==> src/rtl/spi_port.sv <==
// spi_port: 68000-bus SPI master (mode 0, MSB first) with DATA, CTRL/STATUS and DIV registers.
//   Bus side : REG_SEL/A_REG/AS_CPU_n/DS_n/RW_n/D_IN in, D_OUT/D_OE/DTACK_n out.
//   SPI side : SPI_CS/SPI_SCK/SPI_MOSI out, SPI_MISO in (double-registered).
//   CLKCPU is the only clock; RESET_n is asynchronous, active-low.
module spi_port #(
    parameter logic [7:0] DIV_RESET = 8'd63,
    parameter logic [7:0] RX_RESET  = 8'hFF
) (
    input  logic       CLKCPU,
    input  logic       RESET_n,
    input  logic       REG_SEL,
    input  logic [1:0] A_REG,
    input  logic       AS_CPU_n,
    input  logic       DS_n,
    input  logic       RW_n,
    input  logic [7:0] D_IN,
    output logic [7:0] D_OUT,
    output logic       D_OE,
    output logic       DTACK_n,
    output logic       SPI_CS,
    output logic       SPI_SCK,
    output logic       SPI_MOSI,
    input  logic       SPI_MISO
);
    typedef enum logic [1:0] {IDLE = 2'd0, LOW = 2'd1, HIGH = 2'd2} state_t;
    localparam logic [1:0] R_DATA = 2'd0;
    localparam logic [1:0] R_CTRL = 2'd1;
    localparam logic [1:0] R_DIV  = 2'd2;
    state_t     state, state_nx;
    logic [7:0] cnt, cnt_nx, tx, tx_nx, rx_sh, rx_sh_nx, rx, rx_nx, div;
    logic [2:0] bits, bits_nx;
    logic       armed, dtack_n, cs, sck, mosi, miso_m, miso_s;
    logic       access, first, wr, busy, phase_end, start;
    assign access    = REG_SEL & ~AS_CPU_n & ~DS_n;
    // A bus cycle acts only on its first edge; armed drops until AS_CPU_n returns high.
    assign first     = access & armed;
    assign wr        = first & ~RW_n;
    assign busy      = state != IDLE;
    assign phase_end = cnt == div;
    assign start     = wr & (A_REG == R_DATA) & ~busy;
    assign D_OE      = access & RW_n & RESET_n;
    assign DTACK_n   = dtack_n;
    assign SPI_CS    = cs;
    assign SPI_SCK   = sck;
    assign SPI_MOSI  = mosi;
    always_comb
        D_OUT = (A_REG == R_DATA) ? rx :
                (A_REG == R_CTRL) ? {busy, 6'b0, cs} :
                (A_REG == R_DIV)  ? div : 8'h00;
    always_comb begin
        state_nx = state;
        cnt_nx   = cnt;
        bits_nx  = bits;
        tx_nx    = tx;
        rx_sh_nx = rx_sh;
        rx_nx    = rx;
        case (state)
            IDLE: if (start) begin
                state_nx = LOW;
                cnt_nx   = 8'd0;
                bits_nx  = 3'd0;
                tx_nx    = D_IN;
            end
            LOW: if (phase_end) begin
                state_nx = HIGH;
                cnt_nx   = 8'd0;
                rx_sh_nx = {rx_sh[6:0], miso_s};
            end else begin
                cnt_nx = cnt + 8'd1;
            end
            HIGH: if (phase_end) begin
                cnt_nx = 8'd0;
                if (bits == 3'd7) begin
                    state_nx = IDLE;
                    rx_nx    = rx_sh;
                end else begin
                    state_nx = LOW;
                    bits_nx  = bits + 3'd1;
                    tx_nx    = {tx[6:0], 1'b0};
                end
            end else begin
                cnt_nx = cnt + 8'd1;
            end
            default: state_nx = IDLE;
        endcase
    end
    // SCK and MOSI come straight from flops so the pins never glitch on state decode.
    always_ff @(posedge CLKCPU or negedge RESET_n) begin
        if (!RESET_n) begin
            state <= IDLE;
            cnt   <= 8'd0;
            bits  <= 3'd0;
            tx    <= 8'd0;
            rx_sh <= 8'd0;
            rx    <= RX_RESET;
            sck   <= 1'b0;
            mosi  <= 1'b1;
        end else begin
            state <= state_nx;
            cnt   <= cnt_nx;
            bits  <= bits_nx;
            tx    <= tx_nx;
            rx_sh <= rx_sh_nx;
            rx    <= rx_nx;
            sck   <= state_nx == HIGH;
            mosi  <= (state_nx == IDLE) ? 1'b1 : tx_nx[7];
        end
    end
    always_ff @(posedge CLKCPU or negedge RESET_n) begin
        if (!RESET_n) begin
            armed   <= 1'b1;
            dtack_n <= 1'b1;
            cs      <= 1'b1;
            div     <= DIV_RESET;
            miso_m  <= 1'b0;
            miso_s  <= 1'b0;
        end else begin
            miso_m <= SPI_MISO;
            miso_s <= miso_m;
            if (AS_CPU_n) begin
                armed   <= 1'b1;
                dtack_n <= 1'b1;
            end else if (first) begin
                armed   <= 1'b0;
                dtack_n <= 1'b0;
            end
            if (wr && A_REG == R_CTRL)
                cs <= D_IN[0];
            if (wr && A_REG == R_DIV && !busy)
                div <= D_IN;
        end
    end
endmodule
==> config.mk <==
export PLATFORM = sky130hd
export DESIGN_NAME = spi_port
export DESIGN_NICKNAME = d
export VERILOG_FILES = /design/src/rtl/spi_port.sv
export SDC_FILE = /design/constraint.sdc
export NUM_CORES = 1
export LEC_CHECK = 0
export ABC_AREA = 1
export ABC_CLOCK_PERIOD_IN_PS = 2050
export BUFFER_PORTS_ARGS = -buffer_cell sky130_fd_sc_hd__buf_2
export CAP_MARGIN = 20
export CORE_ASPECT_RATIO = 1.25
export CORE_MARGIN = 2
export CORE_UTILIZATION = 52
export DETAILED_ROUTE_END_ITERATION = 16
export PLACE_DENSITY = 0.72
export SLEW_MARGIN = 20
export SYNTH_ARGS = -nofsm -noshare
export SYNTH_HDL_FRONTEND = slang
export SYNTH_SLANG_ARGS = --single-unit
export TNS_END_PERCENT = 10
==> constraint.sdc <==
create_clock -name CLKCPU -period 2.05 [get_ports CLKCPU]
set_clock_uncertainty 0.2 [all_clocks]
set_input_delay 0.3075 -clock CLKCPU [delete_from_list [all_inputs] [get_ports CLKCPU]]
set_output_delay 0.3075 -clock CLKCPU [all_outputs]
set_load 0.02 [all_outputs]
==> results of run 1 <==
-- cells in the mapped netlist (3+ instances only) --
cell type	n
nand2_1	92
inv_1	42
dfrtp_1	34
o21ai_0	20
nand3_1	18
dfstp_2	17
nor2_1	11
o21ai_1	10
o21ai_2	9
a21oi_1	8
ha_1	7
inv_2	5
nand4_1	5
a22o_1	4
xnor2_1	4
buf_6	3
nand2_4	3
nor2_2	3
-- how the worst max path moves through the flow --
| stage | startpoint | end | slack [ps] | depth (start not counted) |
|---|---|---|---|---|
| floorplan | state[0] | cnt[3] | 230 | 8 |
| global placement | A_REG[0] | tx[6] | 90 | 7 |
| detailed placement | state[0] | tx[6] | 80 | 7 |
| CTS | state[0] | D_OUT[7] | 40 | 4 |
| global route | div[4] | tx[6] | 4 | 9 |
| finish | state[1] | D_OUT[7] | 130 | 4 |
-- worst max-delay path: cells and delay by family (launching register included) --
| family | cells | cell delay [ps] |
|---|---|---|
| DFF | 1 | 380 |
| buffers and inverters | 2 | 300 |
| adders and majority gates | 1 | 210 |
| AOI/OAI and AO/OA | 1 | 210 |
-- metal layers --
layer | vias up | routed length [um]
li1 | 1103 | -
met3 | 8 | 106
met2 | 25 | 2940
met5 | - | 0
met1 | 1032 | 2540
met4 | 0 | 107
-- kinds of logic (layout without fill, tap and decap cells) --
group / after synthesis / after routing
DFF: 51 / 51
AOI/OAI and AO/OA: 57 / 57
adders and majority gates: 7 / 7
buffers and inverters: 56 / 100
and+or+nand+nor: 141 / 141
xor gates and xnor gates: 6 / 6
muxes: 1 / 1
-- stage by stage --
step | power, mW | std cells | hold WS, ps | instance area [um^2]
CTS | 2.42 | 425 | 21.2 | 3080
global route | 2.58 | 425 | 35.5 | 3100
floorplan | 1.61 | 319 | -188 | 2700
global placement | 1.77 | 414 | 135 | 2950
detailed placement | 1.78 | 414 | 141 | 2950
finish | 2.42 | 425 | 33.7 | 3100
-- area by class of cell --
type / instances / area (um^2)
Clock inverter: 3 / 26.3
Clock buffer: 5 / 68.8
Timing Repair Buffer: 44 / 265
Tap cell: 62 / 77.6
Sequential cell: 51 / 1300
Fill cell: 451 / 1950
Multi-Input combinational cell: 212 / 1180
Inverter: 48 / 185
-- sequential cells by signal, indices dropped and copies added, names as in the netlist --
name	flops
bits	3
cnt	8
SPI_CS	1
rx_sh	8
rx	8
div	8
state	2
SPI_SCK	1
tx	8
SPI_MOSI	1
DTACK_n	1
miso_s	1
miso_m	1
-- power groups by stage --
stage	Combinational, mW	Clock [mW]	Sequential [mW]
global placement	0.548	0	1.22
finish	0.595	0.624	1.20
floorplan	0.391	0	1.22
CTS	0.572	0.643	1.20
global route	0.679	0.688	1.22
detailed placement	0.561	0	1.22
-- timing repair --
| action | in CTS | in global routing |
|---|---|---|
| setup endpoints to repair | 1 | 11 |
| endpoints found under the hold margin | 36 | 0 |
| resized for setup | 1 | 2 |
| hold buffers | 3 | 0 |
==> results.md, run 1 <==
- Status: finished, final reports clean
- XOR/XNOR Fraction of Synth Area: 1.95%
- CTS Buf Count: 5
- Die ar.: 5780 um^2
- Critical path's slowest cell: dfrtp_1
- Depth of the CTS H-tree: 2
- Internal: 1.60 mW
- Final Setup Violations: 0
- Worst Reg-to-Reg Cells: 9
- Final Hold Vio Count: 0
- I/O pin total: 30
- Clk root buf: clkbuf_8
- Detailed Routing Iterations Pass 1: 4
- Routability-driven placement congestion ratio: 0.833
- Max-cap violation count: 0
- Avg Inst Size Synth: 8.45 um^2
- CP max FO: 9
- Initial antenna violation count: 0
- Hold Path End: DTACK_n
- Pre-CTS setup slack: 78.5 ps
- Layout net count: 386
- Commonest non-fill, non-tap cells in the layout: nand2_1 (92), inv_1 (42), dfrtp_1 (34), buf_2 (29), o21ai_0 (20)
- RSZ-0062 raised after global routing: false
- Worst-path cell chain: inv_1 -> ha_4 -> o221ai_1 -> buf_2
- Drt drc: 0
- Global Route met3 Usage: 4.29%
- Largest net degree at the start of global routing: 52
- Post-synthesis cell area: 2700 um^2
- Worst r2r dst: tx[6]
- Number of synthesized flops with an enable pin: 0
- Crit path kind: flop to output pin
- Compound-Gate Fraction of Synth Area: 13.0%
- Total grt overflow: 0
- Net Count, Synth: 343
- Synth async-reset ratio: 100%
- Ranking of synthesized cells by area: dfrtp_1 (32%), dfstp_2 (17%), nand2_1 (13%), inv_1 (5.8%), o21ai_0 (3.7%)
- Placement Rows: 29
- Synth Instances: 319
- Gr usage total: 22.2%
- Yosys warns: 0
- Vias: 2168
- Yosys top cell by area: dfrtp_1
- PortBufs: 29
- Initial Util: 53.5%
- Hpwl dp: 4240 um
- Leakage: 1.58 nW
- Area grow syn2layout: 14.8%
- Sw Pwr: 823 uW
- Sequential power share: 49.7%
- Post-synth cell types: 38
- Worst-margin pin slew: 637 ps
- Slew Limit Fails: 0
- Power Density: 783 nW/um^2
- CP max stage delay: 380 ps
- Die H: 84.5 um
- Mux cell area share after synthesis: 0.557%
- ANT cells: 0
- Die Wd: 68.4 um
- DRT antenna net count: 0
- First-pass GRT wire length: 9830 um
- Fmax: 0.522 GHz
- Clock-pin slew on the worst setup and hold paths: 110 ps
- Share of cells above drive strength 1: 26.4%
- Met1 Use GR: 29.4%
- Clock sink count: 51
- Period utilisation layout: 93.4%
- Most Crowded Layer GR: met2
- Setup TNS Final: 0 ps
- Worst hold path class: primary input to flop
- Sw Ratio: 33.9%
- CTS tree: built
- Core Area: 5040 um^2
- Yosys reg bits: 51
- Met2 usage: 35.7%
- Initial DRC count: 120
- Final core occ: 61.4%
- Clock power frac: 25.7%
- WHS Path Cells: 4
- Largest family of logic cells by synthesized area: simple AND/OR/NAND/NOR gates
- Comb power frac: 24.6%
- Share of Yosys cell area claimed by the top area cell type: 31.6%
- Crit Reg-Reg Startpoint: div[4]
- CP Capture Type: output pin
- WL final: 5700 um
- Crit path time final: 1920 ps
- Register area share after synthesis: 48.1%
- Postcts setup bufs: 0
- Hold Crit Start: AS_CPU_n
- Worst IR drop on VDD: 530 uV
- Wire per inst: 13.4 um
- Rel. slew slack: 57.5%
- Post-DR vias/cell: 5.10
- Critical Path RT: 1540 ps
- Worst path arrival time: 1410 ps
- Worst setup margin: 135 ps
- Clk buf depth: 2
- Ys flop type: dfrtp_1
- Worst skew pair latency: 310 ps
- Commonest non-fill, non-tap cell in the layout: nand2_1
- CP Launch Type: flop
- Adder-cell share of the synthesized area: 3.25%
- Synth Area in Simple Gates: 24.1%
- R2R setup slack: 160 ps
- Vias in the first global route: 2166
No activity file was read; power rests on OpenSTA's default activity.
==> run 2, diff against run 1 <==
Settings changed: ABC_CLOCK_PERIOD_IN_PS 2050 to 2100, BUFFER_PORTS_ARGS -buffer_cell sky130_fd_sc_hd__buf_2 to not set, DONT_BUFFER_PORTS set to 1, PLACE_DENSITY 0.72 to 0.67.
Clock period 2.05 ns to 2.1 ns, I/O delays scaled along.
==> run 2 against run 1 <==
Die area unchanged; sequential power is essentially flat; sequential cell count did not move; critical path type is now primary input to flop; clock power is 6.4% lower; utilization is 0.12 points lower; via count decreased by 2.7%; combinational power is 11% lower; highest routed layer unchanged; routed wire length fell by 1.4%; largest cell class unchanged; worst hold slack improved by 12 ps.
==> results.md, run 2 (synthesis gave the netlist of run 1 again) <==
- Initial DRC count: 120
- WL final: 5620 um
- Crit Reg-Reg Startpoint: DTACK_n
- Fillers: 426
- Pre-CTS setup slack: 111 ps
- Gr usage total: 22.6%
- Clock sink count: 51
- Beginning of the critical path: AS_CPU_n
- Routability-driven placement congestion ratio: 0.855
- CP endpoint: SPI_CS
- Max-cap violation count: 0
- Worst r2r dst: SPI_CS
- Critical path's slowest cell: dlygate4sd3_1
- Vias in the first global route: 2160
- Comb power frac: 23.0%
- Critical Path RT: 2140 ps
- CP Capture Type: flop
- Worst Reg-to-Reg Cells: 7
- Rel. slew slack: 67.3%
- CP Launch Type: primary input
- I/O pin total: 30
- Design Area, Final: 3090 um^2
- Post-DR vias/cell: 5.14
- Fmax: 0.481 GHz
- Largest net degree at the start of global routing: 52
- Crit path kind: primary input to flop
- Hpwl dp: 4140 um
- ANT cells: 0
- Worst IR drop on VDD: 512 uV
- Crit path buffers/inverters: 4
- Crit path max-delay family: buffers and inverters
- Area grow syn2layout: 14.6%
- CP dominant cell by count: dlygate4sd3_1
- Final Setup Violations: 0
- Placed Area: 2820 um^2
- Sw Pwr: 771 uW
- R2R setup slack: 130 ps
- CTS tree: built
- Leakage: 1.52 nW
- Multi-input logic area: 1170 um^2
- Worst skew pair latency: 310 ps
- Worst setup margin: 21.4 ps
- Final Hold Vio Count: 0
- Worst hold path class: primary input to flop
- CP max FO: 4
- Total grt overflow: 0
- Placed cell count: 387
- Worst path arrival time: 2120 ps
- Sw Ratio: 33.3%
- First-pass GRT wire length: 9960 um
- Clock power frac: 25.3%
- Crit path time final: 2080 ps
- Initial Util: 53.5%
- CTS Buf Count: 5
- WHS Path Cells: 4
- Share of cells above drive strength 1: 20.1%
- Core Area: 5040 um^2
- Layout net count: 371
- Slew Limit Fails: 0
- Wire per inst: 13.7 um
- Vias: 2109
- Internal: 1.54 mW
- WP depth: 9
- Worst-margin pin slew: 489 ps
- Worst-path cell chain: dlygate4sd3_1 -> inv_2 -> nand3b_4 -> nor3_4 -> buf_4 -> nand3_1 -> nand2_1 -> o21ai_0 -> dlygate4sd3_1
- Die Wd: 68.4 um
- Drt drc: 0
- Clk buf depth: 2
- Non-Filler Instances: 410
- Power Density: 749 nW/um^2
- Placement Rows: 29
- PortBufs: 0
- Depth of the CTS H-tree: 2
- RSZ-0062 raised after global routing: true
- Detailed Routing Iterations Pass 1: 4
- DRT antenna net count: 0
- Period utilisation layout: 99.0%
- CP max stage delay: 560 ps
- Commonest non-fill, non-tap cell in the layout: nand2_1
- Die ar.: 5780 um^2
- Clock-pin slew on the worst setup and hold paths: 100 ps
- Register Area: 1300 um^2
- Sequential power share: 51.7%
- Clk root buf: clkbuf_8
- Commonest non-fill, non-tap cells in the layout: nand2_1 (92), inv_1 (42), dfrtp_1 (34), o21ai_0 (20), nand3_1 (18)
- Status: finished, final reports clean
- Die H: 84.5 um
- Initial antenna violation count: 0
==> run 2: stage by stage <==
stage / utilization, % / setup TNS [ps] / power (mW) / hold slack [ps]
after floorplan: - / 0 / 1.57 / -181
after global placement: 55.9 / 0 / 1.67 / -179
after detailed placement: 55.9 / 0 / 1.68 / -179
after CTS: 61.1 / 0 / 2.33 / 39.4
after global routing: 61.3 / -143 / 2.47 / 92.6
final: 61.3 / 0 / 2.31 / 45.4
==> run 2: power groups by stage <==
stage	sequential, mW	clock (mW)	combinational [mW]
floorplan	1.19	0	0.382
global placement	1.21	0	0.462
detailed placement	1.21	0	0.470
CTS	1.20	0.607	0.527
global route	1.21	0.643	0.618
finish	1.20	0.584	0.532
==> run 2: worst min-delay path by stage <==
stage	start	endpoint	slack (ps)
after detailed placement	RESET_n	cnt[2]	-180
after CTS	D_IN[3]	tx[3]	40
after global placement	RESET_n	cnt[0]	-180
after global routing	D_IN[3]	tx[3]	90
final	D_IN[3]	tx[3]	50
after floorplan	RESET_n	SPI_SCK	-180
==> run 2: timing repair <==
action / 4_1_cts / 5_1_grt
pin swaps: 0 / 0
hold buffers: 15 / 0
cloned: 0 / 0
hold endpoints to repair: 63 / 0
gates resized for setup: 1 / 1
endpoints found under the setup margin: 1 / 7
setup buffers: 0 / 0
==> run 2: metal layers <==
metal,track usage (%),share of wire [%]
met1,29.8,45
met2,35.5,47
met3,4.16,3.2
met4,10.2,4.1
met5,0,0
==> run 2: cell type report <==
cell class | count | share of cell area, %
sequential | 51 | 42.0
multi-input combinational | 212 | 37.7
clock inverter | 3 | 0.729
tap | 62 | 2.51
timing repair buffer | 29 | 8.83
clock buffer | 5 | 2.23
inverter | 48 | 5.99
==> run 2: tightest hold or removal path: cells and delay by family <==
kind	cells	cell delay (ps)
simple gates	4	200
